<file path="src/rtl/mips_pkg.sv">
// Shared encodings for the multi-cycle MIPS core: opcodes, functs, sequencer states, ALU ops.
package mips_pkg;

    localparam logic [5:0] OP_RTYPE = 6'h00;
    localparam logic [5:0] OP_J     = 6'h02;
    localparam logic [5:0] OP_BEQ   = 6'h04;
    localparam logic [5:0] OP_ADDIU = 6'h09;
    localparam logic [5:0] OP_ORI   = 6'h0D;
    localparam logic [5:0] OP_LUI   = 6'h0F;
    localparam logic [5:0] OP_LW    = 6'h23;
    localparam logic [5:0] OP_SW    = 6'h2B;

    localparam logic [5:0] FN_ADDU = 6'h21;
    localparam logic [5:0] FN_SUBU = 6'h23;
    localparam logic [5:0] FN_AND  = 6'h24;
    localparam logic [5:0] FN_OR   = 6'h25;
    localparam logic [5:0] FN_SLT  = 6'h2A;

    typedef enum logic [2:0] {
        StFetch,
        StDecode,
        StExec,
        StMem,
        StWb,
        StHalt
    } state_e;

    typedef enum logic [2:0] {
        AluAdd,
        AluSub,
        AluAnd,
        AluOr,
        AluSlt,
        AluLui
    } alu_op_e;

    function automatic logic is_legal(logic [5:0] op, logic [5:0] funct);
        logic legal;
        legal = 1'b0;
        case (op)
            OP_RTYPE: legal = (funct == FN_ADDU) || (funct == FN_SUBU) || (funct == FN_AND) ||
                              (funct == FN_OR) || (funct == FN_SLT);
            OP_J, OP_BEQ, OP_ADDIU, OP_ORI, OP_LUI, OP_LW, OP_SW: legal = 1'b1;
            default: legal = 1'b0;
        endcase
        return legal;
    endfunction

    function automatic alu_op_e alu_decode(logic [5:0] op, logic [5:0] funct);
        alu_op_e alu_op;
        alu_op = AluAdd;
        case (op)
            OP_RTYPE: begin
                case (funct)
                    FN_SUBU: alu_op = AluSub;
                    FN_AND:  alu_op = AluAnd;
                    FN_OR:   alu_op = AluOr;
                    FN_SLT:  alu_op = AluSlt;
                    default: alu_op = AluAdd;
                endcase
            end
            OP_BEQ:  alu_op = AluSub;
            OP_ORI:  alu_op = AluOr;
            OP_LUI:  alu_op = AluLui;
            default: alu_op = AluAdd;
        endcase
        return alu_op;
    endfunction

endpackage

</file>
<file path="src/rtl/mips_multicycle_if.sv">
// Unified memory port: one request at a time, completes on the cycle mem_ready is high.
interface mips_multicycle_if #(
    parameter int unsigned ADDR_W = 32
) ();
    logic              mem_req;
    logic              mem_we;
    logic [ADDR_W-1:0] mem_addr;
    logic [31:0]       mem_wdata;
    logic [31:0]       mem_rdata;
    logic              mem_ready;

    modport master (
        output mem_req,
        output mem_we,
        output mem_addr,
        output mem_wdata,
        input  mem_rdata,
        input  mem_ready
    );

    modport slave (
        input  mem_req,
        input  mem_we,
        input  mem_addr,
        input  mem_wdata,
        output mem_rdata,
        output mem_ready
    );
endinterface

</file>
<file path="src/rtl/mips_multicycle_regfile.sv">
// 32x32 register file: two asynchronous read ports, one synchronous write port, $0 hardwired.
module mips_multicycle_regfile (
    input  logic        clk_i,
    input  logic        rst_i,
    input  logic [4:0]  raddr_a_i,
    output logic [31:0] rdata_a_o,
    input  logic [4:0]  raddr_b_i,
    output logic [31:0] rdata_b_o,
    input  logic        we_i,
    input  logic [4:0]  waddr_i,
    input  logic [31:0] wdata_i
);

    logic [31:0] regs_q [32];

    always_ff @(posedge clk_i) begin
        if (rst_i) begin
            for (int i = 0; i < 32; i++) begin
                regs_q[i] <= '0;
            end
        end else if (we_i && (waddr_i != 5'd0)) begin
            regs_q[waddr_i] <= wdata_i;
        end
    end

    assign rdata_a_o = regs_q[raddr_a_i];
    assign rdata_b_o = regs_q[raddr_b_i];

endmodule

</file>
<file path="src/rtl/mips_multicycle.sv">
// Multi-cycle MIPS core sharing one memory port between fetch and load/store; halts on bad opcodes.
module mips_multicycle
    import mips_pkg::*;
#(
    parameter int unsigned ADDR_W   = 32,
    parameter logic [31:0] RESET_PC = 32'h0000_3000
) (
    input  logic                clk,
    input  logic                rst,
    mips_multicycle_if.master   mem,
    output logic [ADDR_W-1:0]   PC,
    output logic                halted
);

    state_e            state_q, state_d;
    logic              run_q;
    logic [ADDR_W-1:0] pc_q, pc_d;
    logic [31:0]       ir_q, ir_d;
    logic [31:0]       a_q, a_d;
    logic [31:0]       b_q, b_d;
    logic [31:0]       alu_q, alu_d;
    logic [31:0]       mdr_q, mdr_d;
    logic [31:0]       tgt_q, tgt_d;

    logic [5:0]  op, funct;
    logic [4:0]  rs, rt, rd;
    logic [31:0] imm_sext, imm_zext, opb, alu_res, pc_ext, jump_pc, branch_pc;
    logic [31:0] rf_a, rf_b, rf_wdata;
    logic [4:0]  rf_waddr;
    logic        rf_we, req, fire;
    alu_op_e     alu_op;

    assign op       = ir_q[31:26];
    assign rs       = ir_q[25:21];
    assign rt       = ir_q[20:16];
    assign rd       = ir_q[15:11];
    assign funct    = ir_q[5:0];
    assign imm_sext = {{16{ir_q[15]}}, ir_q[15:0]};
    assign imm_zext = {16'h0000, ir_q[15:0]};
    assign alu_op   = alu_decode(op, funct);

    assign pc_ext    = 32'(pc_q);
    assign jump_pc   = {pc_ext[31:28], ir_q[25:0], 2'b00};
    assign branch_pc = pc_ext + (imm_sext << 2);

    always_comb begin
        if ((op == OP_RTYPE) || (op == OP_BEQ)) begin
            opb = b_q;
        end else if ((op == OP_ORI) || (op == OP_LUI)) begin
            opb = imm_zext;
        end else begin
            opb = imm_sext;
        end
    end

    always_comb begin
        alu_res = '0;
        unique case (alu_op)
            AluAdd:  alu_res = a_q + opb;
            AluSub:  alu_res = a_q - opb;
            AluAnd:  alu_res = a_q & opb;
            AluOr:   alu_res = a_q | opb;
            AluSlt:  alu_res = {31'b0, $signed(a_q) < $signed(opb)};
            AluLui:  alu_res = {opb[15:0], 16'h0000};
            default: alu_res = '0;
        endcase
    end

    // run_q keeps the port quiet for the cycle after reset, so a reset mid-handshake drops req.
    assign req           = run_q && ((state_q == StFetch) || (state_q == StMem));
    assign fire          = req && mem.mem_ready;
    assign mem.mem_req   = req;
    assign mem.mem_we    = (state_q == StMem) && (op == OP_SW);
    assign mem.mem_wdata = b_q;
    assign mem.mem_addr  = (state_q == StMem) ? ADDR_W'({alu_q[31:2], 2'b00})
                                               : {pc_q[ADDR_W-1:2], 2'b00};
    assign PC            = pc_q;
    assign halted        = (state_q == StHalt);

    assign rf_waddr = (op == OP_RTYPE) ? rd : rt;
    assign rf_wdata = (op == OP_LW) ? mdr_q : alu_q;

    always_comb begin
        state_d = state_q;
        pc_d    = pc_q;
        ir_d    = ir_q;
        a_d     = a_q;
        b_d     = b_q;
        alu_d   = alu_q;
        mdr_d   = mdr_q;
        tgt_d   = tgt_q;
        rf_we   = 1'b0;
        unique case (state_q)
            StFetch: begin
                if (fire) begin
                    ir_d    = mem.mem_rdata;
                    pc_d    = pc_q + ADDR_W'(4);
                    state_d = StDecode;
                end
            end
            StDecode: begin
                a_d   = rf_a;
                b_d   = rf_b;
                tgt_d = branch_pc;
                if (!is_legal(op, funct)) begin
                    state_d = StHalt;
                end else if (op == OP_J) begin
                    pc_d    = ADDR_W'(jump_pc);
                    state_d = StFetch;
                end else begin
                    state_d = StExec;
                end
            end
            StExec: begin
                alu_d = alu_res;
                if (op == OP_BEQ) begin
                    if (a_q == b_q) begin
                        pc_d = ADDR_W'(tgt_q);
                    end
                    state_d = StFetch;
                end else if ((op == OP_LW) || (op == OP_SW)) begin
                    state_d = StMem;
                end else begin
                    state_d = StWb;
                end
            end
            StMem: begin
                if (fire) begin
                    if (op == OP_SW) begin
                        state_d = StFetch;
                    end else begin
                        mdr_d   = mem.mem_rdata;
                        state_d = StWb;
                    end
                end
            end
            StWb: begin
                rf_we   = 1'b1;
                state_d = StFetch;
            end
            StHalt:  state_d = StHalt;
            default: state_d = StHalt;
        endcase
    end

    always_ff @(posedge clk) begin
        if (rst) begin
            state_q <= StFetch;
            run_q   <= 1'b0;
            pc_q    <= RESET_PC[ADDR_W-1:0];
            ir_q    <= '0;
            a_q     <= '0;
            b_q     <= '0;
            alu_q   <= '0;
            mdr_q   <= '0;
            tgt_q   <= '0;
        end else begin
            state_q <= state_d;
            run_q   <= 1'b1;
            pc_q    <= pc_d;
            ir_q    <= ir_d;
            a_q     <= a_d;
            b_q     <= b_d;
            alu_q   <= alu_d;
            mdr_q   <= mdr_d;
            tgt_q   <= tgt_d;
        end
    end

    mips_multicycle_regfile u_regfile (
        .clk_i     (clk),
        .rst_i     (rst),
        .raddr_a_i (rs),
        .rdata_a_o (rf_a),
        .raddr_b_i (rt),
        .rdata_b_o (rf_b),
        .we_i      (rf_we),
        .waddr_i   (rf_waddr),
        .wdata_i   (rf_wdata)
    );

endmodule

</file>
<file path="src/flat_wrapper.sv">
// flat-port wrapper written by rule: the top's interface ports become plain ports
module mips_multicycle_flat import mips_pkg::*;
#(
    parameter int unsigned ADDR_W   = 32,
    parameter logic [31:0] RESET_PC = 32'h0000_3000
)
  (clk, rst, PC, halted, mem_mem_req, mem_mem_we, mem_mem_addr, mem_mem_wdata, mem_mem_rdata, mem_mem_ready);
  mips_multicycle_if #(.ADDR_W(ADDR_W)) mem_i ();
  input  logic clk;
  input  logic rst;
  output logic [ADDR_W-1:0] PC;
  output logic halted;
  output wire logic [$bits(mem_i.mem_req)-1:0] mem_mem_req;
  output wire logic [$bits(mem_i.mem_we)-1:0] mem_mem_we;
  output wire logic [$bits(mem_i.mem_addr)-1:0] mem_mem_addr;
  output wire logic [$bits(mem_i.mem_wdata)-1:0] mem_mem_wdata;
  input wire logic [$bits(mem_i.mem_rdata)-1:0] mem_mem_rdata;
  input wire logic [$bits(mem_i.mem_ready)-1:0] mem_mem_ready;
  assign mem_mem_req = mem_i.mem_req;
  assign mem_mem_we = mem_i.mem_we;
  assign mem_mem_addr = mem_i.mem_addr;
  assign mem_mem_wdata = mem_i.mem_wdata;
  assign mem_i.mem_rdata = mem_mem_rdata;
  assign mem_i.mem_ready = mem_mem_ready;
  mips_multicycle #(.ADDR_W(ADDR_W), .RESET_PC(RESET_PC)) u_core (.clk(clk), .rst(rst), .mem(mem_i), .PC(PC), .halted(halted));
endmodule
</file>
<file path="config.mk">
export PLATFORM = sky130hd
export DESIGN_NAME = mips_multicycle_flat
export DESIGN_NICKNAME = d
export VERILOG_FILES = /design/src/rtl/mips_pkg.sv /design/src/rtl/mips_multicycle_if.sv /design/src/rtl/mips_multicycle_regfile.sv /design/src/rtl/mips_multicycle.sv /design/src/flat_wrapper.sv
export SDC_FILE = /design/constraint.sdc
export NUM_CORES = 2
export LEC_CHECK = 0
export ABC_CLOCK_PERIOD_IN_PS = 5400
export CAP_MARGIN = 20
export CORE_UTILIZATION = 40
export CTS_CLUSTER_DIAMETER = 120
export DETAILED_ROUTE_END_ITERATION = 8
export GPL_TIMING_DRIVEN = 0
export PLACE_DENSITY = 0.66
export SLEW_MARGIN = 20
export SYNTH_ARGS = -nofsm -noshare
export SYNTH_HDL_FRONTEND = slang
export SYNTH_SLANG_ARGS = --single-unit
</file>
<file path="constraint.sdc">
create_clock -name clk -period 5.4 [get_ports clk]
set_input_delay 1.08 -clock clk [delete_from_list [all_inputs] [get_ports clk]]
set_output_delay 1.08 -clock clk [all_outputs]
set_load 0.02 [all_outputs]
</file>
==> run metrics <==
status finished with violations; failing checks negative setup slack; Final Max Tran Viols 0; Total Power 24600 uW; largest net degree at the start of global routing 33; CTS Buffer Depth 3; io pins 134; Crit Path Max Fanout 17; Clock Skew 53.1 ps; area share of the largest cell type after synthesis 45.4%; worst skew pair latency 830 ps; Num CTS Buffers 136; Reg clk slew, reported paths 60 ps; period utilization 101%; Worst-Margin Slew 1420 ps; setup TNS -1210 ps; Synth area leaders edfxtp_1, mux4_2, dfxtp_1; r2r startpoint u_core.ir_q[17]; Cell Area, Synth 67700 um2; Die X 414 um; min cycle time layout 5470 ps; drt wl/cell 33.4 um; Fin Hold WS 455 ps; final antenna-violating net count 0; Max VDD drop 0.000368 V; FF-to-FF End u_core.u_regfile.regs_q[18][13]; Setup Crit Path Kind flip-flop to flip-flop; Synth Instances 5347; final-layout fill cell count 15.0k; relative slew slack 2.31%; vias in the first global route 49.4k; global-route wire length before repair 369 mm; ys async rst share 0%; Post-synth EDFFs 1024; GRT Util Overall 31.0%; worst reg-to-reg setup slack -70 ps; post-synthesis sequential area ratio 52.1%; hold depth 2; Yosys cell types 83; RSZ-0062 raised after global routing true; placed cells 7756; crit start category flip-flop; CTS tree built; PwrDens 317 nW/um2; worst setup margin -72.6 ps; Hold Vio Cnt, Final 0; final setup vio count 44; Max-cap violations 0; clock sinks 1252; crit-path cells clkbuf_2 > clkbuf_1 > nor3b_1 > a31oi_1 > nor2_1 > nand2_1 > clkbuf_1 > nand2_2 > buf_16; port buffer count 131; prevailing post-synth register cell edfxtp_1; total congestion overflow 0; CP max stage delay 890 ps; # nets final 5871; Leakage Power 0.0249 uW; via count 51.5k; min-delay src u_core.tgt_q[5]; routability congestion estimate 1.02; CP max stage cell dfxtp_1; crit end category flip-flop; Hold Path Class flip-flop to flip-flop; layout cells sized above 1 18.4%; Core Box Area 168000 um2; initial antenna violation count 9; H-tree levels 4; drt via density 6.44; CTS root buffer clkbuf_16; FMAX 183 MHz; most common cell after layout, fill and taps aside nor2_1; Crit path top cell by count clkbuf_1; DRT Wirelength 267 mm; Seq cells post-synth 1252; drt initial violations 7962; DIE AREA 171000 um2; CP arrival 5980 ps; Yosys top cell by area edfxtp_1; hold path endpoint u_core.tgt_q[5]; r2r worst-path depth 9; Ys Warns 0; drt first pass iters 9; Starting Density 40.4%; DP HPWL 202 mm; Rows 150; highest-count cells in the layout ignoring fill and taps nor2_1, edfxtp_1, mux4_2, clkbuf_1, nand2_1; syn avg cell area 12.7 um2; final std cells w/o fill 8006; CP required 5910 ps; area delta synth->final 14.6%; Die Span Y 414 um; Residual DRC 0
## synthesized netlist by cell type, types with 13 or more instances
cell,count
nor2_1,1194
edfxtp_1,1024
mux4_2,640
clkbuf_1,419
nand2_1,375
dfxtp_1,228
a21oi_1,204
ha_1,142
o21ai_0,139
inv_1,116
mux2i_1,100
a211oi_1,88
buf_1,55
xor2_1,45
nor3_1,39
xnor2_1,37
a221oi_1,33
nand3_1,32
mux2_2,31
nor4_1,28
a31oi_1,27
a21o_1,26
o21a_1,26
a22oi_1,21
buf_2,19
o31ai_1,18
a221o_1,16
nand2b_1,15
nor2b_1,15
nand4_1,14
o211ai_1,13
## critical path, delay by kind of cell, from the launching register on
kind	cells	cell delay, ps
DFF	1	890
and+or+nand+nor	4	2170
buffers and inverters	4	1940
AOI/OAI and AO/OA	1	100
## sequential cells by signal, summed over array words and instances, names as in the netlist
name	cells
u_core.PC	32
u_core.mdr_q	32
u_core.state_q	3
u_core.a_q	32
u_core.mem.mem_wdata	32
u_core.run_q	1
u_core.alu_q	32
u_core.u_regfile.regs_q	1024
u_core.tgt_q	32
u_core.ir_q	32
## stage by stage
stage | instance area [um2] | setup WS [ps] | utilization [%]
floorplan | 67900 | 678 | -
global placement | 71900 | -1400 | 42.9
detailed placement | 73100 | -1060 | 43.6
CTS | 77500 | 15.6 | 46.2
global route | 77600 | -108 | 46.3
finish | 77600 | -72.6 | 46.3
## final cells by class
| type | count | area, um2 | area share, % |
|---|---|---|---|
| Buffer | 495 | 1990 | 2.56 |
| Tap cell | 2204 | 2760 | 3.55 |
| Multi-Input combinational cell | 3512 | 30400 | 39.2 |
| Clock inverter | 63 | 637 | 0.821 |
| Inverter | 117 | 439 | 0.566 |
| Clock buffer | 183 | 3680 | 4.75 |
| Antenna cell | 3 | 7.51 | 0.00967 |
| Timing Repair Buffer | 177 | 2330 | 3.00 |
| Sequential cell | 1252 | 35300 | 45.5 |
## timing repair
| item | CTS | global route |
|---|---|---|
| hold buffers | 0 | 0 |
| endpoints found under the setup margin | 749 | 124 |
| gates resized for setup | 21 | 17 |
| setup buffers | 0 | 1 |
| pin swaps | 0 | 7 |
## kinds of logic after synthesis
family / share of synthesized area, %
xor gates and xnor gates: 1.06
muxes: 23.3
and+or+nand+nor: 10.7
buffers and inverters: 3.49
DFF: 52.1
adders and majority gates: 2.71
other: 0.00554
AOI/OAI and AO/OA: 6.62
## layer usage
metal / part of all wire (%) / vias to the layer above / GRT usage [%]
met4: 8.8 / 8 / 23.1
met5: 0.021 / - / 0
met1: 34 / 25900 / 37.5
met3: 13 / 885 / 9.22
li1: - / 20800 / -
met2: 45 / 3873 / 46.8
## power by group
part | internal, uW | switching [uW] | leakage, uW
clock network | 5210 | 4140 | 0.00210
registers | 10800 | 369 | 0.0124
logic | 1490 | 2600 | 0.0104
total | 17500 | 7110 | 0.0249
## how the worst max path moves through the flow
stage                          from  cells past startpoint  slack [ps]                              end
floorplan           u_core.ir_q[29]                     20         680                 u_core.alu_q[30]
global placement    u_core.ir_q[16]                      9       -1400   u_core.u_regfile.regs_q[1][15]
detailed placement  u_core.ir_q[15]                     18       -1060                 u_core.alu_q[30]
CTS                 u_core.ir_q[17]                     10          20    u_core.u_regfile.regs_q[2][9]
global route        u_core.ir_q[31]                     19        -110                 u_core.alu_q[30]
finish              u_core.ir_q[17]                      9         -70  u_core.u_regfile.regs_q[18][13]
Note: power is estimated with default switching activity, not from simulation.
